## config.mk

```make
export PLATFORM = sky130hd
export DESIGN_NAME = patch_led_sequencer_flat
export DESIGN_NICKNAME = d
export VERILOG_FILES = /design/src/rtl/patch_led_sequencer_if.sv /design/src/rtl/patch_led_sequencer.sv /design/src/flat_wrapper.sv
export SDC_FILE = /design/constraint.sdc
export NUM_CORES = 1
export LEC_CHECK = 0
export ABC_CLOCK_PERIOD_IN_PS = 5550
export BUFFER_PORTS_ARGS = -buffer_cell sky130_fd_sc_hd__buf_4
export CORE_AREA = 2 2 84 86
export CTS_CLUSTER_DIAMETER = 120
export DETAILED_ROUTE_END_ITERATION = 10
export DIE_AREA = 0 0 86 88
export PLACE_DENSITY = 0.72
export REMOVE_ABC_BUFFERS = 1
export SETUP_SLACK_MARGIN = 0.05
export SLEW_MARGIN = 30
export SYNTH_ARGS = -nofsm -noshare
export SYNTH_HDL_FRONTEND = slang
export SYNTH_SLANG_ARGS = --single-unit
```

## constraint.sdc

```tcl
create_clock -name clk_1MHz -period 5.55 [get_ports clk_1MHz]
set_input_delay 0.555 -clock clk_1MHz [delete_from_list [all_inputs] [get_ports clk_1MHz]]
set_output_delay 0.555 -clock clk_1MHz [all_outputs]
set_load 0.03 [all_outputs]
```

## src/rtl/patch_led_sequencer_if.sv

```systemverilog
// Bus between the color detector / CSL decoder side and the LED sequencer.
// The master side drives the detector inputs, the slave side (the sequencer)
// drives the LED and status outputs. There is no valid/ready handshake here:
// every input is sampled on each clock edge. Every output is registered or
// decoded from registers, so it changes only after a clock edge.
interface patch_led_sequencer_if #(
    parameter int NUM_LEDS = 3
);
    localparam int IDX_W = (NUM_LEDS > 1) ? $clog2(NUM_LEDS) : 1;

    logic [1:0]            color;
    logic                  done;
    logic                  mi_led;
    logic                  clear;
    logic                  patch_enable;
    logic [3*NUM_LEDS-1:0] rgb_leds;
    logic [2:0]            rgb_mi;
    logic [IDX_W-1:0]      led_idx;
    logic                  full;
    logic                  blinking;

    modport master (
        output color, done, mi_led, clear,
        input  patch_enable, rgb_leds, rgb_mi, led_idx, full, blinking
    );

    modport slave (
        input  color, done, mi_led, clear,
        output patch_enable, rgb_leds, rgb_mi, led_idx, full, blinking
    );
endinterface

```

## src/rtl/patch_led_sequencer.sv

```systemverilog
// Patch LED sequencer: latches each stable detected color into the next of
// NUM_LEDS RGB slots, wraps when all slots are full, blinks every slot while
// done is high, and runs a retriggerable yellow MI indicator timer.
module patch_led_sequencer #(
    parameter int         NUM_LEDS    = 3,
    parameter int         STABLE_CYC  = 4,
    parameter int         BLINK_CYC   = 1000000,
    parameter int         MI_CYC      = 2000000,
    parameter logic [2:0] BLINK_COLOR = 3'b010
) (
    input logic                   clk_1MHz,
    input logic                   rst_n,
    patch_led_sequencer_if.slave  bus
);
    localparam int IDX_W   = (NUM_LEDS > 1) ? $clog2(NUM_LEDS) : 1;
    localparam int STAB_W  = $clog2(STABLE_CYC + 1);
    localparam int BLINK_W = (BLINK_CYC > 1) ? $clog2(BLINK_CYC) : 1;
    localparam int MI_W    = $clog2(MI_CYC + 1);
    localparam int SLOT_W  = 3 * NUM_LEDS;

    localparam logic [IDX_W-1:0]   LAST_IDX   = IDX_W'(NUM_LEDS - 1);
    localparam logic [STAB_W-1:0]  STAB_TGT   = STAB_W'(STABLE_CYC);
    localparam logic [BLINK_W-1:0] BLINK_LAST = BLINK_W'(BLINK_CYC - 1);
    localparam logic [MI_W-1:0]    MI_LOAD    = MI_W'(MI_CYC);

    typedef enum logic [1:0] {
        IDLE  = 2'd0,
        HOLD  = 2'd1,
        BLINK = 2'd2
    } state_t;

    state_t              state;
    logic [SLOT_W-1:0]   slots;
    logic [SLOT_W-1:0]   slots_written;
    logic [IDX_W-1:0]    led_idx_q;
    logic                full_q;
    logic                patch_enable_q;
    logic                blinking_q;
    logic                phase;
    logic [BLINK_W-1:0]  blink_cnt;

    logic [1:0]          prev_color;
    logic [STAB_W-1:0]   stab_cnt;
    logic [STAB_W-1:0]   stab_next;
    logic                latch_evt;

    logic                mi_prev;
    logic [MI_W-1:0]     mi_cnt;

    logic [2:0]          color_rgb;

    // Map the detector code to the one-hot RGB bit pattern of a slot.
    always_comb begin
        color_rgb = 3'b000;
        case (bus.color)
            2'd1:    color_rgb = 3'b001;
            2'd2:    color_rgb = 3'b010;
            2'd3:    color_rgb = 3'b100;
            default: color_rgb = 3'b000;
        endcase
    end

    // Stability filter: count consecutive identical nonzero samples (including
    // the current one) and flag the edge on which the count reaches the target.
    // The count saturates so a color held indefinitely produces one event.
    always_comb begin
        stab_next = '0;
        latch_evt = 1'b0;
        if (bus.color != 2'd0) begin
            if (bus.color != prev_color) begin
                stab_next = STAB_W'(1);
                latch_evt = (STABLE_CYC == 1);
            end else if (stab_cnt != STAB_TGT) begin
                stab_next = stab_cnt + 1'b1;
                latch_evt = (stab_next == STAB_TGT);
            end else begin
                stab_next = stab_cnt;
            end
        end
    end

    // Filter history registers.
    always_ff @(posedge clk_1MHz) begin
        if (!rst_n) begin
            prev_color <= 2'd0;
            stab_cnt   <= '0;
        end else begin
            prev_color <= bus.color;
            stab_cnt   <= stab_next;
        end
    end

    // Slot image after a latch: a full bank is emptied first so a wrap starts
    // a fresh row, then the mapped color goes into the current slot.
    always_comb begin
        slots_written = full_q ? '0 : slots;
        for (int k = 0; k < NUM_LEDS; k++) begin
            if (led_idx_q == IDX_W'(k)) begin
                slots_written[3*k +: 3] = color_rgb;
            end
        end
    end

    // Main sequencer FSM. done has top priority (outside BLINK), then clear,
    // then a latch event; a latch arriving with done is dropped.
    always_ff @(posedge clk_1MHz) begin
        if (!rst_n) begin
            state          <= IDLE;
            slots          <= '0;
            led_idx_q      <= '0;
            full_q         <= 1'b0;
            patch_enable_q <= 1'b0;
            blinking_q     <= 1'b0;
            phase          <= 1'b0;
            blink_cnt      <= '0;
        end else if (state != BLINK && bus.done) begin
            state          <= BLINK;
            phase          <= 1'b0;
            blink_cnt      <= '0;
            patch_enable_q <= 1'b0;
            blinking_q     <= 1'b1;
        end else begin
            case (state)
                BLINK: begin
                    if (!bus.done) begin
                        state      <= IDLE;
                        slots      <= '0;
                        led_idx_q  <= '0;
                        full_q     <= 1'b0;
                        blinking_q <= 1'b0;
                        phase      <= 1'b0;
                        blink_cnt  <= '0;
                    end else if (blink_cnt == BLINK_LAST) begin
                        blink_cnt <= '0;
                        phase     <= ~phase;
                    end else begin
                        blink_cnt <= blink_cnt + 1'b1;
                    end
                end
                IDLE: begin
                    if (bus.clear) begin
                        slots          <= '0;
                        led_idx_q      <= '0;
                        full_q         <= 1'b0;
                        patch_enable_q <= 1'b0;
                    end else if (latch_evt) begin
                        slots          <= slots_written;
                        patch_enable_q <= 1'b1;
                        state          <= HOLD;
                        full_q         <= (led_idx_q == LAST_IDX);
                        led_idx_q      <= (led_idx_q == LAST_IDX) ? '0 : led_idx_q + 1'b1;
                    end
                end
                HOLD: begin
                    if (bus.clear) begin
                        slots          <= '0;
                        led_idx_q      <= '0;
                        full_q         <= 1'b0;
                        patch_enable_q <= 1'b0;
                        state          <= IDLE;
                    end else if (bus.color == 2'd0) begin
                        patch_enable_q <= 1'b0;
                        state          <= IDLE;
                    end
                end
                default: begin
                    state <= IDLE;
                end
            endcase
        end
    end

    // MI timer: a rising edge on mi_led (re)loads the count, otherwise it
    // decays to zero. Runs independently of the sequencer state.
    always_ff @(posedge clk_1MHz) begin
        if (!rst_n) begin
            mi_prev <= 1'b0;
            mi_cnt  <= '0;
        end else begin
            mi_prev <= bus.mi_led;
            if (bus.mi_led && !mi_prev) begin
                mi_cnt <= MI_LOAD;
            end else if (mi_cnt != '0) begin
                mi_cnt <= mi_cnt - 1'b1;
            end
        end
    end

    assign bus.patch_enable = patch_enable_q;
    assign bus.led_idx      = led_idx_q;
    assign bus.full         = full_q;
    assign bus.blinking     = blinking_q;
    assign bus.rgb_mi       = (mi_cnt != '0) ? 3'b011 : 3'b000;
    assign bus.rgb_leds     = blinking_q ? (phase ? {NUM_LEDS{BLINK_COLOR}} : '0) : slots;

endmodule

```

## src/flat_wrapper.sv

```systemverilog
// flat-port wrapper written by rule: the top's interface ports become plain ports
module patch_led_sequencer_flat 
#(
    parameter int         NUM_LEDS    = 3,
    parameter int         STABLE_CYC  = 4,
    parameter int         BLINK_CYC   = 1000000,
    parameter int         MI_CYC      = 2000000,
    parameter logic [2:0] BLINK_COLOR = 3'b010
)
  (clk_1MHz, rst_n, bus_color, bus_done, bus_mi_led, bus_clear, bus_patch_enable, bus_rgb_leds, bus_rgb_mi, bus_led_idx, bus_full, bus_blinking);
  patch_led_sequencer_if #(.NUM_LEDS(NUM_LEDS)) bus_i ();
  input logic clk_1MHz;
  input logic rst_n;
  input wire logic [$bits(bus_i.color)-1:0] bus_color;
  input wire logic [$bits(bus_i.done)-1:0] bus_done;
  input wire logic [$bits(bus_i.mi_led)-1:0] bus_mi_led;
  input wire logic [$bits(bus_i.clear)-1:0] bus_clear;
  output wire logic [$bits(bus_i.patch_enable)-1:0] bus_patch_enable;
  output wire logic [$bits(bus_i.rgb_leds)-1:0] bus_rgb_leds;
  output wire logic [$bits(bus_i.rgb_mi)-1:0] bus_rgb_mi;
  output wire logic [$bits(bus_i.led_idx)-1:0] bus_led_idx;
  output wire logic [$bits(bus_i.full)-1:0] bus_full;
  output wire logic [$bits(bus_i.blinking)-1:0] bus_blinking;
  assign bus_i.color = bus_color;
  assign bus_i.done = bus_done;
  assign bus_i.mi_led = bus_mi_led;
  assign bus_i.clear = bus_clear;
  assign bus_patch_enable = bus_i.patch_enable;
  assign bus_rgb_leds = bus_i.rgb_leds;
  assign bus_rgb_mi = bus_i.rgb_mi;
  assign bus_led_idx = bus_i.led_idx;
  assign bus_full = bus_i.full;
  assign bus_blinking = bus_i.blinking;
  patch_led_sequencer #(.NUM_LEDS(NUM_LEDS), .STABLE_CYC(STABLE_CYC), .BLINK_CYC(BLINK_CYC), .MI_CYC(MI_CYC), .BLINK_COLOR(BLINK_COLOR)) u_core (.clk_1MHz(clk_1MHz), .rst_n(rst_n), .bus(bus_i));
endmodule
```

; ---- Word level (Yosys, flattened, before mapping)
; Cells that the tools add are included.
[classes]
addsub = 4
eq_ne = 27
mux = 48
bitwise = 4
reduce_logical = 26
[ops]
columns = cell, count
row1 = $mux 9, 6
row2 = $mux 21, 2
row3 = $mux 20, 2
row4 = $pmux 9 s3, 1
row5 = $mux 2, 11
row6 = $reduce_bool 21->1, 1
row7 = $sub 21x1->21 const B, 1
row8 = $add 20x1->20 const B, 1
row9 = $eq 20x20->1 const B, 1
row10 = $reduce_and 6->1, 3
row11 = $mux 1, 17
row12 = $ne 4x2->1 const B, 4
row13 = $ne 3x2->1 const B, 4
row14 = $pmux 2 s3, 2
row15 = $reduce_bool 2->1, 5
row16 = $mux 3, 3
row17 = $pmux 3 s3, 1
row18 = $eq 2x2->1 const B, 4
row19 = $mux 8, 1
row20 = $ne 2x2->1 const B, 4
row21 = $reduce_and 4->1, 2
row22 = $eq 2x1->1 const B, 3
row23 = $logic_not 2->1, 3
row24 = $ne 2x1->1 const B, 3
row25 = 17 further kinds, 24
[word_totals]
ff_bits = 64
inputBits = 7
output_inout_bits = 17
word_cells = 126

; ---- Depth between registers and ports, before layout
[depth]
depth_word = 9
depth_mapped = 8

; ---- Least setup slack after synthesis
; OpenSTA, ideal clock, no wires.
[synth_timing]
kind = register to register
start = reg u_core.state[0]
end = reg u_core.slots[3]
t_arrival_ns = 2.194
required_ns = 5.422
path_slack_ns = 3.228
stages_incl_launch_ff = 9
n_path_buf = 1
synth_period_minus_slack_ns = 2.322
path_cell_list = dfxtp_1 -> nand2b_1 -> buf_2 -> clkinv_1 -> ha_1 -> a211o_1 -> o41ai_2 -> mux2i_1 -> nor2_1
[synth_between]
elab_chain_len = 4
word_cells_on_any_way = 13
cone_classes = eq/ne (7) / mux (1) / bitwise (1) / reduce/logical (4)
[synth_lines]
columns = item, line_no
row1 = from (decl), patch_led_sequencer.sv:32  ; state_t state;
row2 = from (signal assigned), patch_led_sequencer.sv:108  ; state <= IDLE;
row3 = from (signal assigned), patch_led_sequencer.sv:117  ; state <= BLINK;
row4 = from (signal assigned), patch_led_sequencer.sv:126  ; state <= IDLE;
row5 = branches (longest 4 deep; another with $reduce_and 6->1), n/a
row6 = to (signal assigned), patch_led_sequencer.sv:147  ; slots <= slots_written;
row7 = to (decl), patch_led_sequencer.sv:33  ; logic [SLOT_W-1:0] slots;
; Several ways; the timed one is not identified.
; A chain may end at the register's enable or synchronous reset.

; ---- Worst setup path in the final report
[layout_timing]
start = reg u_core.state[0]
end = reg u_core.slots[4]
; Same word-level chain as after synthesis.

==> results by group <==
Worst setup path
  – Worst Path Class, Setup: reg -> reg
  – CP max FO: 8
  – Critical Path Source Type: register
  – Req. time, crit path: 5.74 ns
  – Crit end category: register
  – Reg2reg start: u_core.state[0]$_SDFFE_PP0P_
  – Crit Reg-Reg Endpoint: u_core.slots[4]$_SDFFE_PN0P_
  – Reg2reg path depth: 7
  – R2r setup slk: 2.82 ns
  – Worst setup path start: u_core.state[0]$_SDFFE_PP0P_
  – Crit path DAT: 2.92 ns

Yosys
  – Synth warn: 0
  – Post-synth top area share: 39.89%
  – Area leader, netlist: dfxtp_1
  – Top cells by count, synth: dfxtp_1, nor2_1, nand2_1
  – Post-synthesis cell area: 3212 µm²
  – Cell with the most instances after synthesis: dfxtp_1
  – Post-Syn Instances: 378
  – Async S/R FF share, synth: 0%
  – Number of flops mapped to enable cells by yosys: 0
  – Top_reg_cell synth: dfxtp_1
  – Syn avg cell area: 8.497 µm²
  – Unique masters post-synth: 55
  – Sequential area share after synthesis: 39.89%
  – #FFs+latches synth: 64
  – Top cells by area in the synthesized netlist: dfxtp_1, nor2_1, xnor2_1

Route
  – Vias per std cell: 5.456
  – Vias: 2657
  – Avg WL per Cell: 13.26 µm
  – Post-Route WL: 6457 µm
  – Drt first-iter violations: 133
  – TritonRoute pass-1 iters: 4
  – Antenna viol nets, final: 0
  – Residual DRC: 0

Clock tree
  – Htree depth: 3
  – CTS sink count: 64
  – Gates resized, CTS repair: 0
  – Clock-pin slew on the worst setup and hold paths: 0.07 ns
  – CTS Buf Count: 9
  – CTS Buffer Depth: 2
  – Post-CTS setup buffers: 0
  – Post-CTS Hold Buffers: 0
  – Clock Root Buffer: clkbuf_8
  – CTS tree: yes
  – Worst skew pair latency: 0.33 ns

Global routing
  – Vias in the first global route: 2516
  – GRT Overall Usage: 18.64%
  – Initial antenna violation count: 0
  – Grt ovf: 0
  – First-pass GRT wire length: 11250 µm
  – Largest net degree at the start of global routing: 22

Worst hold path
  – Hold Crit Depth: 2
  – Worst Hold Path EP: u_core.slots[2]$_SDFFE_PN0P_
  – Min-delay worst type: reg -> reg
  – Hold Path Origin: u_core.slots[2]$_SDFFE_PN0P_

Cells and area
  – Post-Layout Inst Area: 3675 µm²
  – Final core occ: 55.31%
  – Final Net Count: 416
  – Area grow syn2layout: 14.41%
  – Ant diodes: 0
  – Layout cell share with drive strength beyond 1: 13.51%

Timing
  – Final Max Tran Viols: 0
  – FMAX: 366.7 MHz
  – Clock Skew: 0.009743 ns
  – Period utilization: 49.14%
  – Tmin final: 2.727 ns
  – RSZ-0062 raised after global routing: false
  – Final Hold Vio Count: 0
  – Worst slew pin tran: 0.7001 ns
  – Finish-stage setup viols: 0
  – Slew headroom: 53.28%
  – Sum Neg Setup Slack: 0 ns

Power
  – Max VDD drop: 0.2146 mV
  – Seq pwr share: 42.3%
  – Gate power share: 18.8%
  – Psw: 0.3499 mW
  – Pwr/cell area: 336.6 nW/µm²
  – Sw Ratio: 28.29%
  – Clock Power Share: 38.9%
  – Internal power: 0.8871 mW
  – P_leak: 1.356 nW

Placed design
  – Global placement routability congestion: 0.8631
  – Placed Area: 3431 µm²
  – Dpl hpwl: 4538 µm
  – Port Buffers: 22

Floorplanning
  – Die area: 7568 µm²
  – Core outline area: 6644 µm²
  – Die Y-Extent: 88 µm
  – Top Ports: 24
  – Die width: 86 µm
  – FP Rows: 30
  – Initial core utilization: 48.34%

Flow run
  – Max-Cap Viols: 0

Status
  – Status: finished, final reports clean
## metal layers
| metal | share of wire [%] | routed length (µm) | vias to the layer above | track usage (%) |
|---|---|---|---|---|
| li1 | - | - | 1369 | - |
| met1 | 49 | 3187 | 1252 | 23.33 |
| met2 | 48 | 3082 | 34 | 30.73 |
| met3 | 2.4 | 157 | 2 | 5.938 |
| met4 | 0.45 | 29 | 0 | 5.772 |
| met5 | 0 | 0 | - | 0 |
## through the flow
| step | hold WS, ns | setup WS, ns | power, mW | std cells |
|---|---|---|---|---|
| final | 0.4472 | 2.823 | 1.237 | 487 |
| after global routing | 0.4415 | 2.589 | 1.310 | 487 |
| after CTS | 0.4315 | 2.845 | 1.254 | 487 |
| after detailed placement | 0.4390 | 2.859 | 0.7640 | 471 |
| after global placement | 0.4405 | 2.913 | 0.7601 | 471 |
| after floorplan | 0.4273 | 3.166 | 0.7111 | 368 |
## worst max path at each step
stage / to / slack [ns]
after floorplan: u_core.slots[3]$_SDFFE_PN0P_ / 3.17
after global placement: u_core.slots[5]$_SDFFE_PN0P_ / 2.91
after detailed placement: u_core.slots[5]$_SDFFE_PN0P_ / 2.86
after CTS: u_core.slots[4]$_SDFFE_PN0P_ / 2.85
after global routing: u_core.slots[3]$_SDFFE_PN0P_ / 2.59
final: u_core.slots[4]$_SDFFE_PN0P_ / 2.82
## power groups by stage
stage	logic, mW	clock network, mW	registers [mW]
floorplan	0.184	0	0.527
global placement	0.228	0	0.532
detailed placement	0.231	0	0.533
CTS	0.233	0.499	0.522
global route	0.261	0.522	0.527
finish	0.232	0.481	0.523
## layout make-up
cell class	count	area (µm²)
Fill cell	606	2969
Multi-Input combinational cell	290	1824
Sequential cell	64	1281
Timing Repair Buffer	23	172.7
Clock buffer	9	123.9
Clock inverter	7	120.1
Tap cell	80	100.1
Inverter	14	52.55
## critical path: stages, from the launching register on
cell	delay, ns
dfxtp_1	0.43
nand2b_1	0.33
clkinv_1	0.30
ha_1	0.35
a211o_1	0.35
o41ai_2	0.53
mux2i_1	0.25
nor2_1	0.05
## sequential cells by signal, summed over array words and instances (netlist names)
name	cells
u_core.mi_cnt	21
u_core.blink_cnt	20
u_core.bus.full	1
u_core.slots	9
u_core.stab_cnt	3
u_core.mi_prev	1
u_core.bus.blinking	1
u_core.prev_color	2
u_core.bus.patch_enable	1
u_core.bus.led_idx	2
u_core.phase	1
u_core.state	2
## logic make-up (layout without fill, tap and decap cells)
logic type	count (synthesis)	in the layout	share of synthesized area (%)
muxes	9	9	2.805
and+or+nand+nor	180	180	30.04
other	1	1	0.1168
xor gates and xnor gates	33	33	8.999
buffers and inverters	24	53	3.311
adders and majority gates	7	7	2.727
DFF	64	64	39.89
AOI/OAI and AO/OA	60	60	12.12
## cells in the final DEF (no fill, tap or decap), drive strengths merged, types with 4 or more instances in the layout
cell type,netlist,layout
nor2,62,62
o21ai,14,14
nand3,12,12
a31oi,4,4
a21oi,20,20
or4,7,7
nor4,8,8
ha,7,7
clkinv,1,4
or3,8,8
clkbuf,6,9
mux2i,9,9
o41ai,4,4
a211oi,4,4
xor2,13,13
nand2,27,27
nor2b,9,9
xnor2,20,20
or2,7,7
dfxtp,64,64
nand4,4,4
buf,4,23
nor3,11,11
and2,4,4
nand2b,6,6
inv,13,13
Note: power is estimated with default switching activity, not from simulation.
